<file path="src/rtl/nanov_pkg.sv">
// Shared constants and helpers for the nanov MMIO register block.
// Word/address widths, the invalid-address marker, default page and a bit-reverse helper.
package nanov_pkg;

    localparam int unsigned WORD_W = 32;
    localparam int unsigned ADDR_W = 8;
    localparam int unsigned CNT_W  = 5;

    typedef logic [WORD_W-1:0] word_t;
    typedef logic [ADDR_W-1:0] addr_t;

    localparam addr_t      ADDR_INVALID = 8'hff;
    localparam logic [7:0] DEFAULT_PAGE = 8'h10;

    // Mirror a word end-for-end: bit i takes bit WORD_W-1-i.
    function automatic word_t bit_reverse(input word_t w);
        word_t r;
        r = '0;
        for (int unsigned i = 0; i < WORD_W; i++) begin
            r[i] = w[WORD_W-1-i];
        end
        return r;
    endfunction

endpackage

</file>
<file path="src/rtl/nanov_mmio_regs_if.sv">
// CPU-side bus of the nanov MMIO register block.
// master: raw_data_in, latch_addr, latch_data, read_req out; register/readback status in.
// slave : the reverse; regs_out packs reg k at [32k+31:32k].
interface nanov_mmio_regs_if #(
    parameter int unsigned NUM_REGS = 4
);
    import nanov_pkg::*;

    word_t                      raw_data_in;
    logic                       latch_addr;
    logic                       latch_data;
    logic                       read_req;
    logic [NUM_REGS*WORD_W-1:0] regs_out;
    logic [NUM_REGS-1:0]        wr_strobe;
    logic                       sel_valid;
    logic                       rd_data;
    logic                       rd_busy;

    modport master (
        output raw_data_in, latch_addr, latch_data, read_req,
        input  regs_out, wr_strobe, sel_valid, rd_data, rd_busy
    );

    modport slave (
        input  raw_data_in, latch_addr, latch_data, read_req,
        output regs_out, wr_strobe, sel_valid, rd_data, rd_busy
    );

endinterface

</file>
<file path="src/rtl/nanov_shift_out.sv">
// Serial readback: captures a word on load, then presents it LSB first, one bit per cycle.
// Ports: cpu_clk, rst (async, active high), load, load_word in; rd_data, rd_busy out.
// rd_busy is high for exactly WORD_W cycles after the load edge; rd_data is 0 when idle.
module nanov_shift_out
    import nanov_pkg::*;
(
    input  logic  cpu_clk,
    input  logic  rst,
    input  logic  load,
    input  word_t load_word,
    output logic  rd_data,
    output logic  rd_busy
);

    localparam logic [CNT_W-1:0] LAST_BIT = CNT_W'(WORD_W - 1);

    word_t            shift_q;
    logic [CNT_W-1:0] cnt_q;

    // Bit 0 is presented straight from the load edge; the shifter holds the remaining bits.
    always_ff @(posedge cpu_clk or posedge rst) begin
        if (rst) begin
            shift_q <= '0;
            cnt_q   <= '0;
            rd_data <= 1'b0;
            rd_busy <= 1'b0;
        end else if (load && !rd_busy) begin
            shift_q <= load_word >> 1;
            cnt_q   <= '0;
            rd_data <= load_word[0];
            rd_busy <= 1'b1;
        end else if (rd_busy) begin
            if (cnt_q == LAST_BIT) begin
                shift_q <= '0;
                cnt_q   <= '0;
                rd_data <= 1'b0;
                rd_busy <= 1'b0;
            end else begin
                shift_q <= shift_q >> 1;
                cnt_q   <= cnt_q + CNT_W'(1);
                rd_data <= shift_q[0];
            end
        end
    end

endmodule

</file>
<file path="src/rtl/nanov_mmio_regs.sv">
// MMIO register block: address decode, register file, write strobes and serial readback.
// Ports: cpu_clk, rst (async, active high), bus (nanov_mmio_regs_if.slave):
//   raw_data_in/latch_addr/latch_data/read_req in; regs_out/wr_strobe/sel_valid/rd_data/rd_busy out.
module nanov_mmio_regs
    import nanov_pkg::*;
#(
    parameter int unsigned NUM_REGS     = 4,
    parameter logic [7:0]  PAGE         = DEFAULT_PAGE,
    parameter bit          REVERSE_BITS = 1'b1,
    parameter bit          AUTO_INC     = 1'b0
) (
    input logic              cpu_clk,
    input logic              rst,
    nanov_mmio_regs_if.slave bus
);

    localparam addr_t LAST_ADDR = addr_t'(NUM_REGS - 1);

    word_t               regs_q [NUM_REGS];
    addr_t               addr_q;
    logic                sel_valid_q;
    logic [NUM_REGS-1:0] wr_strobe_q;

    logic                       addr_hit;
    logic                       write_acc;
    logic                       rd_load;
    word_t                      wr_word;
    word_t                      rd_word;
    logic [NUM_REGS*WORD_W-1:0] regs_flat;
    logic                       rd_busy;
    logic                       rd_data;

    assign addr_hit  = (bus.raw_data_in[31:24] == PAGE) && (32'(bus.raw_data_in[7:0]) < NUM_REGS);
    assign write_acc = bus.latch_data && sel_valid_q;
    assign wr_word   = REVERSE_BITS ? bit_reverse(bus.raw_data_in) : bus.raw_data_in;
    assign rd_load   = bus.read_req && sel_valid_q && !rd_busy;

    // Register file and one-cycle write strobes; strobe rises together with the new value.
    always_ff @(posedge cpu_clk or posedge rst) begin
        if (rst) begin
            for (int k = 0; k < int'(NUM_REGS); k++) begin
                regs_q[k] <= '0;
            end
            wr_strobe_q <= '0;
        end else begin
            for (int k = 0; k < int'(NUM_REGS); k++) begin
                wr_strobe_q[k] <= write_acc && (addr_q == addr_t'(k));
                if (write_acc && (addr_q == addr_t'(k))) begin
                    regs_q[k] <= wr_word;
                end
            end
        end
    end

    // Address register: a new address beats auto-increment; incrementing past the end invalidates.
    always_ff @(posedge cpu_clk or posedge rst) begin
        if (rst) begin
            addr_q      <= ADDR_INVALID;
            sel_valid_q <= 1'b0;
        end else if (bus.latch_addr) begin
            addr_q      <= addr_hit ? bus.raw_data_in[7:0] : ADDR_INVALID;
            sel_valid_q <= addr_hit;
        end else if (AUTO_INC && write_acc) begin
            if (addr_q == LAST_ADDR) begin
                addr_q      <= ADDR_INVALID;
                sel_valid_q <= 1'b0;
            end else begin
                addr_q <= addr_q + addr_t'(1);
            end
        end
    end

    // Readback source is the pre-edge register value, so a same-cycle write is not seen.
    always_comb begin
        rd_word = '0;
        for (int k = 0; k < int'(NUM_REGS); k++) begin
            if (addr_q == addr_t'(k)) begin
                rd_word = regs_q[k];
            end
        end
    end

    always_comb begin
        regs_flat = '0;
        for (int k = 0; k < int'(NUM_REGS); k++) begin
            regs_flat[k*WORD_W +: WORD_W] = regs_q[k];
        end
    end

    nanov_shift_out u_shift_out (
        .cpu_clk   (cpu_clk),
        .rst       (rst),
        .load      (rd_load),
        .load_word (rd_word),
        .rd_data   (rd_data),
        .rd_busy   (rd_busy)
    );

    assign bus.regs_out  = regs_flat;
    assign bus.wr_strobe = wr_strobe_q;
    assign bus.sel_valid = sel_valid_q;
    assign bus.rd_data   = rd_data;
    assign bus.rd_busy   = rd_busy;

endmodule

</file>
<file path="src/flat_wrapper.sv">
// flat-port wrapper written by rule: the top's interface ports become plain ports
module nanov_mmio_regs_flat import nanov_pkg::*;
#(
    parameter int unsigned NUM_REGS     = 4,
    parameter logic [7:0]  PAGE         = DEFAULT_PAGE,
    parameter bit          REVERSE_BITS = 1'b1,
    parameter bit          AUTO_INC     = 1'b0
)
  (cpu_clk, rst, bus_raw_data_in, bus_latch_addr, bus_latch_data, bus_read_req, bus_regs_out, bus_wr_strobe, bus_sel_valid, bus_rd_data, bus_rd_busy);
  nanov_mmio_regs_if #(.NUM_REGS(NUM_REGS)) bus_i ();
  input logic cpu_clk;
  input logic rst;
  input wire logic [$bits(bus_i.raw_data_in)-1:0] bus_raw_data_in;
  input wire logic [$bits(bus_i.latch_addr)-1:0] bus_latch_addr;
  input wire logic [$bits(bus_i.latch_data)-1:0] bus_latch_data;
  input wire logic [$bits(bus_i.read_req)-1:0] bus_read_req;
  output wire logic [$bits(bus_i.regs_out)-1:0] bus_regs_out;
  output wire logic [$bits(bus_i.wr_strobe)-1:0] bus_wr_strobe;
  output wire logic [$bits(bus_i.sel_valid)-1:0] bus_sel_valid;
  output wire logic [$bits(bus_i.rd_data)-1:0] bus_rd_data;
  output wire logic [$bits(bus_i.rd_busy)-1:0] bus_rd_busy;
  assign bus_i.raw_data_in = bus_raw_data_in;
  assign bus_i.latch_addr = bus_latch_addr;
  assign bus_i.latch_data = bus_latch_data;
  assign bus_i.read_req = bus_read_req;
  assign bus_regs_out = bus_i.regs_out;
  assign bus_wr_strobe = bus_i.wr_strobe;
  assign bus_sel_valid = bus_i.sel_valid;
  assign bus_rd_data = bus_i.rd_data;
  assign bus_rd_busy = bus_i.rd_busy;
  nanov_mmio_regs #(.NUM_REGS(NUM_REGS), .PAGE(PAGE), .REVERSE_BITS(REVERSE_BITS), .AUTO_INC(AUTO_INC)) u_core (.cpu_clk(cpu_clk), .rst(rst), .bus(bus_i));
endmodule
</file>
<file path="config.mk">
export PLATFORM = sky130hd
export DESIGN_NAME = nanov_mmio_regs_flat
export DESIGN_NICKNAME = d
export VERILOG_FILES = /design/src/rtl/nanov_pkg.sv /design/src/rtl/nanov_mmio_regs_if.sv /design/src/rtl/nanov_shift_out.sv /design/src/rtl/nanov_mmio_regs.sv /design/src/flat_wrapper.sv
export SDC_FILE = /design/constraint.sdc
export NUM_CORES = 1
export LEC_CHECK = 0
export CELL_PAD_IN_SITES_DETAIL_PLACEMENT = 2
export CELL_PAD_IN_SITES_GLOBAL_PLACEMENT = 2
export CORE_UTILIZATION = 44
export CTS_CLUSTER_SIZE = 10
export DETAILED_ROUTE_END_ITERATION = 16
export DONT_BUFFER_PORTS = 1
export HOLD_SLACK_MARGIN = 0.05
export PLACE_DENSITY_LB_ADDON = 0.08
export RECOVER_POWER = 50
export SLEW_MARGIN = 20
export SYNTH_ARGS = -nofsm -noshare
export SYNTH_HDL_FRONTEND = slang
export SYNTH_SLANG_ARGS = --single-unit
export TNS_END_PERCENT = 50
</file>
<file path="constraint.sdc">
create_clock -name cpu_clk -period 6.5 [get_ports cpu_clk]
set_input_delay 0.65 -clock cpu_clk [delete_from_list [all_inputs] [get_ports cpu_clk]]
set_output_delay 0.65 -clock cpu_clk [all_outputs]
set_load 0.01 [all_outputs]
</file>
Yosys cells after proc, flatten, opt, wreduce, memory -nomap -nowiden
Cells that the tools add are included.
{"block": "totals", "word_cells": 47, "ff_bits": 180, "output_inout_bits": 135, "inputBits": 37}
{"block": "op_classes", "n_mux": 17, "reduce_logical": 12, "add_sub_neg": 1, "n_eq_ne": 5, "n_lt_le_gt_ge": 1}
{"op": "$mux W32", "n": 6}
{"op": "$mux W31", "n": 1}
{"op": "$eq A8 B2 Y1 const B", "n": 2}
{"op": "$mux W5", "n": 3}
{"op": "$logic_and A1 B1 Y1", "n": 9}
{"op": "$eq A8 B1 Y1 const B", "n": 1}
{"op": "$eq A8 B5 Y1 const B", "n": 1}
{"op": "$logic_not A8 Y1", "n": 1}
{"op": "$lt A8 B3 Y1 const B", "n": 1}
{"op": "$mux W8", "n": 1}
{"op": "$mux W1", "n": 6}
{"op": "$add A5 B1 Y5 const B", "n": 1}
{"op": "$eq A5 B5 Y1 const B", "n": 1}
{"op": "$reduce_bool A2 Y1", "n": 1}
{"op": "$logic_not A1 Y1", "n": 1}

Depth between registers and ports, before layout
{"block": "logic_depth", "depth_word": 6, "ltp_mapped": 8, "ltp_nobuf": 6}

Cells and area by module
From an unflattened synthesis, not the netlist that was laid out.
{"block": "hier_totals", "cells_unflattened": 568, "area_unflattened_um2": 8139.1}
{"mod": "nanov_mmio_regs", "cells_each": 399, "seq_area_each_um2": 3538.4, "area_per_inst_um2": 6261.0, "n_inst": 1}
{"mod": "nanov_shift_out", "cells_each": 169, "seq_area_each_um2": 950.9, "area_per_inst_um2": 1878.1, "n_inst": 1}

Worst setup path before layout
Ideal clock, no wire load.
{"block": "synth_path", "kind": "reg2reg", "startpoint": "register u_core.addr_q[1]", "endpoint": "register u_core.u_shift_out.shift_q[3]", "path_buffers": 2, "path_stages_with_launch": 5, "slack_ns": 4.542, "synth_period_minus_slack_ns": 1.958, "arrival_ns": 1.840, "required_ns": 6.382, "setup_time_ns": 0.118, "cell_sequence": "dfstp_2 > buf_2 > buf_1 > mux4_2 > a21o_1"}
{"block": "synth_via", "elab_chain_cells": 6, "elab_cells_between_ends": 9, "cone_classes": "eq/ne (3); mux (5); reduce/logical (1)"}
{"item": "from (decl)", "line": "nanov_mmio_regs.sv:20", "text": "addr_t addr_q;"}
{"item": "from (signal assigned)", "line": "nanov_mmio_regs.sv:61", "text": "addr_q <= addr_hit ? bus.raw_data_in[7:0] : ADDR_INVALID;"}
{"item": "from (signal assigned)", "line": "nanov_mmio_regs.sv:68", "text": "addr_q <= addr_q + addr_t'(1);"}
{"item": "$logic_not A8 Y1", "line": "nanov_mmio_regs.sv:77", "text": "if (addr_q == addr_t'(k)) begin"}
{"item": "$mux W32 (3 in series)", "line": "nanov_mmio_regs.sv:77"}
{"item": "$mux W32 *", "line": "nanov_mmio_regs.sv:77"}
{"item": "$mux W32 *", "line": "nanov_shift_out.sv:27", "text": "end else if (load && !rd_busy) begin"}
{"item": "to (signal assigned)", "line": "nanov_shift_out.sv:28", "text": "shift_q <= load_word >> 1;"}
{"item": "to (signal assigned)", "line": "nanov_shift_out.sv:39", "text": "shift_q <= shift_q >> 1;"}
{"item": "to (decl)", "line": "nanov_shift_out.sv:17", "text": "word_t shift_q;"}
Every way passes the cells marked *; elsewhere a longest branch is shown, timed or not.
A chain may end at the register's enable or synchronous reset.

Worst setup path after layout
{"block": "layout_path", "startpoint": "register u_core.sel_valid_q, in the netlist u_core.bus.sel_valid", "endpoint": "register u_core.regs_q, in the netlist u_core.bus.regs_out[120]"}
{"block": "layout_via", "elab_chain_cells": 2}
{"item": "from (decl)", "line": "nanov_mmio_regs.sv:21", "text": "logic sel_valid_q;"}
{"item": "from (signal assigned)", "line": "nanov_mmio_regs.sv:62", "text": "sel_valid_q <= addr_hit;"}
{"item": "$logic_and A1 B1 Y1", "line": "nanov_mmio_regs.sv:34", "text": "assign write_acc = bus.latch_data && sel_valid_q;"}
{"item": "$logic_and A1 B1 Y1", "line": "nanov_mmio_regs.sv:48", "text": "if (write_acc && (addr_q == addr_t'(k))) begin"}
{"item": "to (signal, indexed assignment)", "line": "nanov_mmio_regs.sv:49", "text": "regs_q[k] <= wr_word;"}
{"item": "to (decl)", "line": "nanov_mmio_regs.sv:19", "text": "word_t regs_q [NUM_REGS];"}
Every way passes these cells.

==> impl_metrics.csv <==
group,metric,value,unit
power_and_ir_drop,fin_total_pwr,2168,uW
worst_setup_path,start_kind,"flop",
worst_setup_path,cp.arrival,3.48,ns
grt,grt_overflow,0,
worst_hold_path,min_path_type,"in2async",
worst_setup_path,crit_family,"simple AND/OR/NAND/NOR gates",
floorplan,row_count,48,
place,gp_congestion,0.7359,
grt,grt_max_degree,115,
worst_setup_path,critPathSlowestCell,"nor4bb_1",
yosys,synth_cell_type_count,30,
sta,max_slew_margin,-37.04,%
clocking,post_cts_resized,0,
floorplan,ioPinCount,172,
yosys,synth_top_area_cell,"dfrtp_1",
clocking,cts_tree,"built",
yosys,netlist_area,7702,um^2
worst_setup_path,worst-path-stages,4,
floorplan,initial_core_util,44.84,%
floorplan,die_w,134.3,um
place,portBuffers,0,
clocking,clock_latency,0.43,ns
clocking,post_cts_buffers,0,
clocking,root_buffer,"clkbuf_16",
yosys,synth_area_per_cell,15.62,um^2
worst_setup_path,crit_buf_inv,1,
sta,drv_slew,22,
place,postPlaceCellArea,7913,um^2
cells_and_area,insertedDiodeCount,0,
yosys,synth_edf_count,0,
sta,worstMarginPinSlew,2.056,ns
cells_and_area,fin_nets,525,
yosys,synth-seq-cells,179,
clocking,htreeDepth,4,
worst_setup_path,r2r-start,"u_core.bus.sel_valid$_DFFE_PP0P_",
power_and_ir_drop,irDropWorstVdd,180.2,uV
grt,track_usage,22.74,%
yosys,synth_top_area_share,55.56,%
worst_setup_path,worstReg2RegEnd,"u_core.bus.regs_out[120]$_DFFE_PP0P_",
power_and_ir_drop,p_per_area,254.7,nW/um^2
yosys,syn_nets,533,
sta,fmax,315.8,MHz
worst_setup_path,critPathCaptureType,"flop",
clocking,cts.clk_slew.worst_paths,0.07,ns
grt,grt_pass1_wl,30.15,mm
grt,grt_pass1_vias,4910,
sta,fin_tns_setup,0,ns
detailed_routing,drtIter0Drc,193,
floorplan,dieHeight,134.3,um
place,hpwlAfterDp,12.44,mm
worst_setup_path,critPathMaxFanout,18,
cells_and_area,final_area,8512,um^2
yosys,synth_warnings,0,
yosys,syn_inst,493,
detailed_routing,dr.pass1.iters,4,
floorplan,fp.dieArea,18040,um^2
sta,skew,0.007157,ns
run_status,status,"complete, but fails checks",
sta,setup-violations-final,0,
worst_setup_path,crit_chain,"nor4bb_1 -> nand4_2 -> buf_4 -> mux2_2",
worst_setup_path,worst-r2r-cell-count,4,
yosys,ys_seq_area_share,58.28,%
place,place_ws,3.080,ns
cells_and_area,fill_cells,1611,
worst_setup_path,crit_path_start,"u_core.bus.sel_valid$_DFFE_PP0P_",
detailed_routing,antenna_left,0,
detailed_routing,vias_per_cell,5.945,
yosys,synth-main-ff-cell,"dfrtp_1",
cells_and_area,mostFrequentLayoutCell,"dfrtp_1",
sta,hold_viol,0,
sta,hold_slack,0.1928,ns
detailed_routing,wirelength,19.64,mm
grt,antenna_found_initial,0,
clocking,cts_buffer_depth,2,
detailed_routing,wl_per_cell,27.17,um
clocking,cts.sink_count,179,
yosys,synthArstFlopShare,100.0,%
run_status,failed_checks,"capacitance limit, slew limit",
worst_setup_path,r2r_slack,3.33,ns
cells_and_area,final_cell_mix,"dfrtp_1 (171), mux2_2 (129), a22o_1 (34)",
sta,rsz0062_at_grt,"no",
detailed_routing,drcViolationCount,0,
floorplan,coreArea,17180,um^2
worst_setup_path,max_stage_delay,0.92,ns
cells_and_area,drive_above_1_share,43.37,%
flow_run,maxCapViolCount,1,
power_and_ir_drop,p_leak,0.004542,uW
sta,timing.final.ws_setup,3.334,ns
yosys,synth_area_leaders,"dfrtp_1 (56%), mux2_2 (19%), mux4_2 (9.4%), a22o_1 (3.9%), a21o_1 (3.1%)",
worst_setup_path,crit_required,6.81,ns
clocking,cts-buffers-inserted,17,
sta,timing.final.crit_share,48.71,%
worst_setup_path,crit_end,"u_core.bus.regs_out[120]$_DFFE_PP0P_",
worst_setup_path,worstSetupPathType,"reg2reg",
sta,min_period,3.166,ns
detailed_routing,vias,4298,
cells_and_area,area_delta_synth_final,10.51,%
clocking,hold_buffers,0,
cell usage after synthesis, drive strengths merged (2+ instances only):
cell type and instances:
a21o 32, a21oi 6, a22o 34, buf 24, clkbuf 10, dfrtp 171
dfstp 8, ha 3, inv 9, mux2 129, mux2i 2, mux4 32
nand3 2, nand4 2, nand4b 2, nor2 15, nor4 3, nor4b 2
logic make-up (layout without fill, tap and decap cells):
group	count (synthesis)	after routing	synth area share, %
simple gates	33	33	2.956
compound gates	72	72	7.375
mux	163	163	28.48
fa+ha+maj	3	3	0.4874
flops	179	179	58.28
buf+inv	43	48	2.420
final cells by class:
cell class | instances | area [um^2] | area share [%]
clock inverters | 13 | 132.6 | 1.558
multi-input cells | 271 | 3050 | 35.84
well taps | 225 | 281.5 | 3.307
repair buffers | 7 | 60.06 | 0.7056
inverters | 9 | 41.29 | 0.4851
clock buffers | 19 | 452.9 | 5.321
flip-flops and latches | 179 | 4493 | 52.79
metrics by stage:
| step | std cells | util [%] |
|---|---|---|
| after global placement | 690 | 46.04 |
| after CTS | 722 | 49.48 |
| after detailed placement | 690 | 46.07 |
| after floorplan | 493 | - |
| after global routing | 723 | 49.56 |
| final | 723 | 49.56 |
layer usage:
metal  global-route usage, %  share of wire, %  vias up
li1                        -                 -     1819
met3                   8.428               7.5       18
met5                       0                 0        -
met4                   6.804               1.2        0
met1                   28.10                40     2322
met2                   37.28                51      139
how the worst min path moves through the flow:
stage	endpoint	from	cells past startpoint
2_1_floorplan	u_core.u_shift_out.cnt_q[3]$_DFFE_PP0P_	u_core.u_shift_out.cnt_q[3]$_DFFE_PP0P_	1
3_3_place_gp	u_core.u_shift_out.cnt_q[3]$_DFFE_PP0P_	u_core.u_shift_out.cnt_q[3]$_DFFE_PP0P_	1
3_5_place_dp	u_core.u_shift_out.cnt_q[3]$_DFFE_PP0P_	u_core.u_shift_out.cnt_q[3]$_DFFE_PP0P_	1
4_1_cts	u_core.addr_q[1]$_DFFE_PP1P_	bus_raw_data_in[1]	2
5_1_grt	u_core.bus.regs_out[86]$_DFFE_PP0P_	rst	1
6_report	u_core.bus.regs_out[118]$_DFFE_PP0P_	rst	1
where the power goes:
group	switching [uW]	internal, uW	total (uW)
combinational	23.0	3.50	26.5
clock	440	585	1030
sequential	1.21	1120	1120
sequential cells by signal (all words and copies together), names as in the netlist:
signal	count
u_core.bus.regs_out	128
u_core.u_shift_out.shift_q	31
u_core.bus.wr_strobe	4
u_core.u_shift_out.rd_data	1
u_core.u_shift_out.cnt_q	5
u_core.bus.sel_valid	1
u_core.u_shift_out.rd_busy	1
u_core.addr_q	8
No activity file was read; power rests on OpenSTA's default activity.
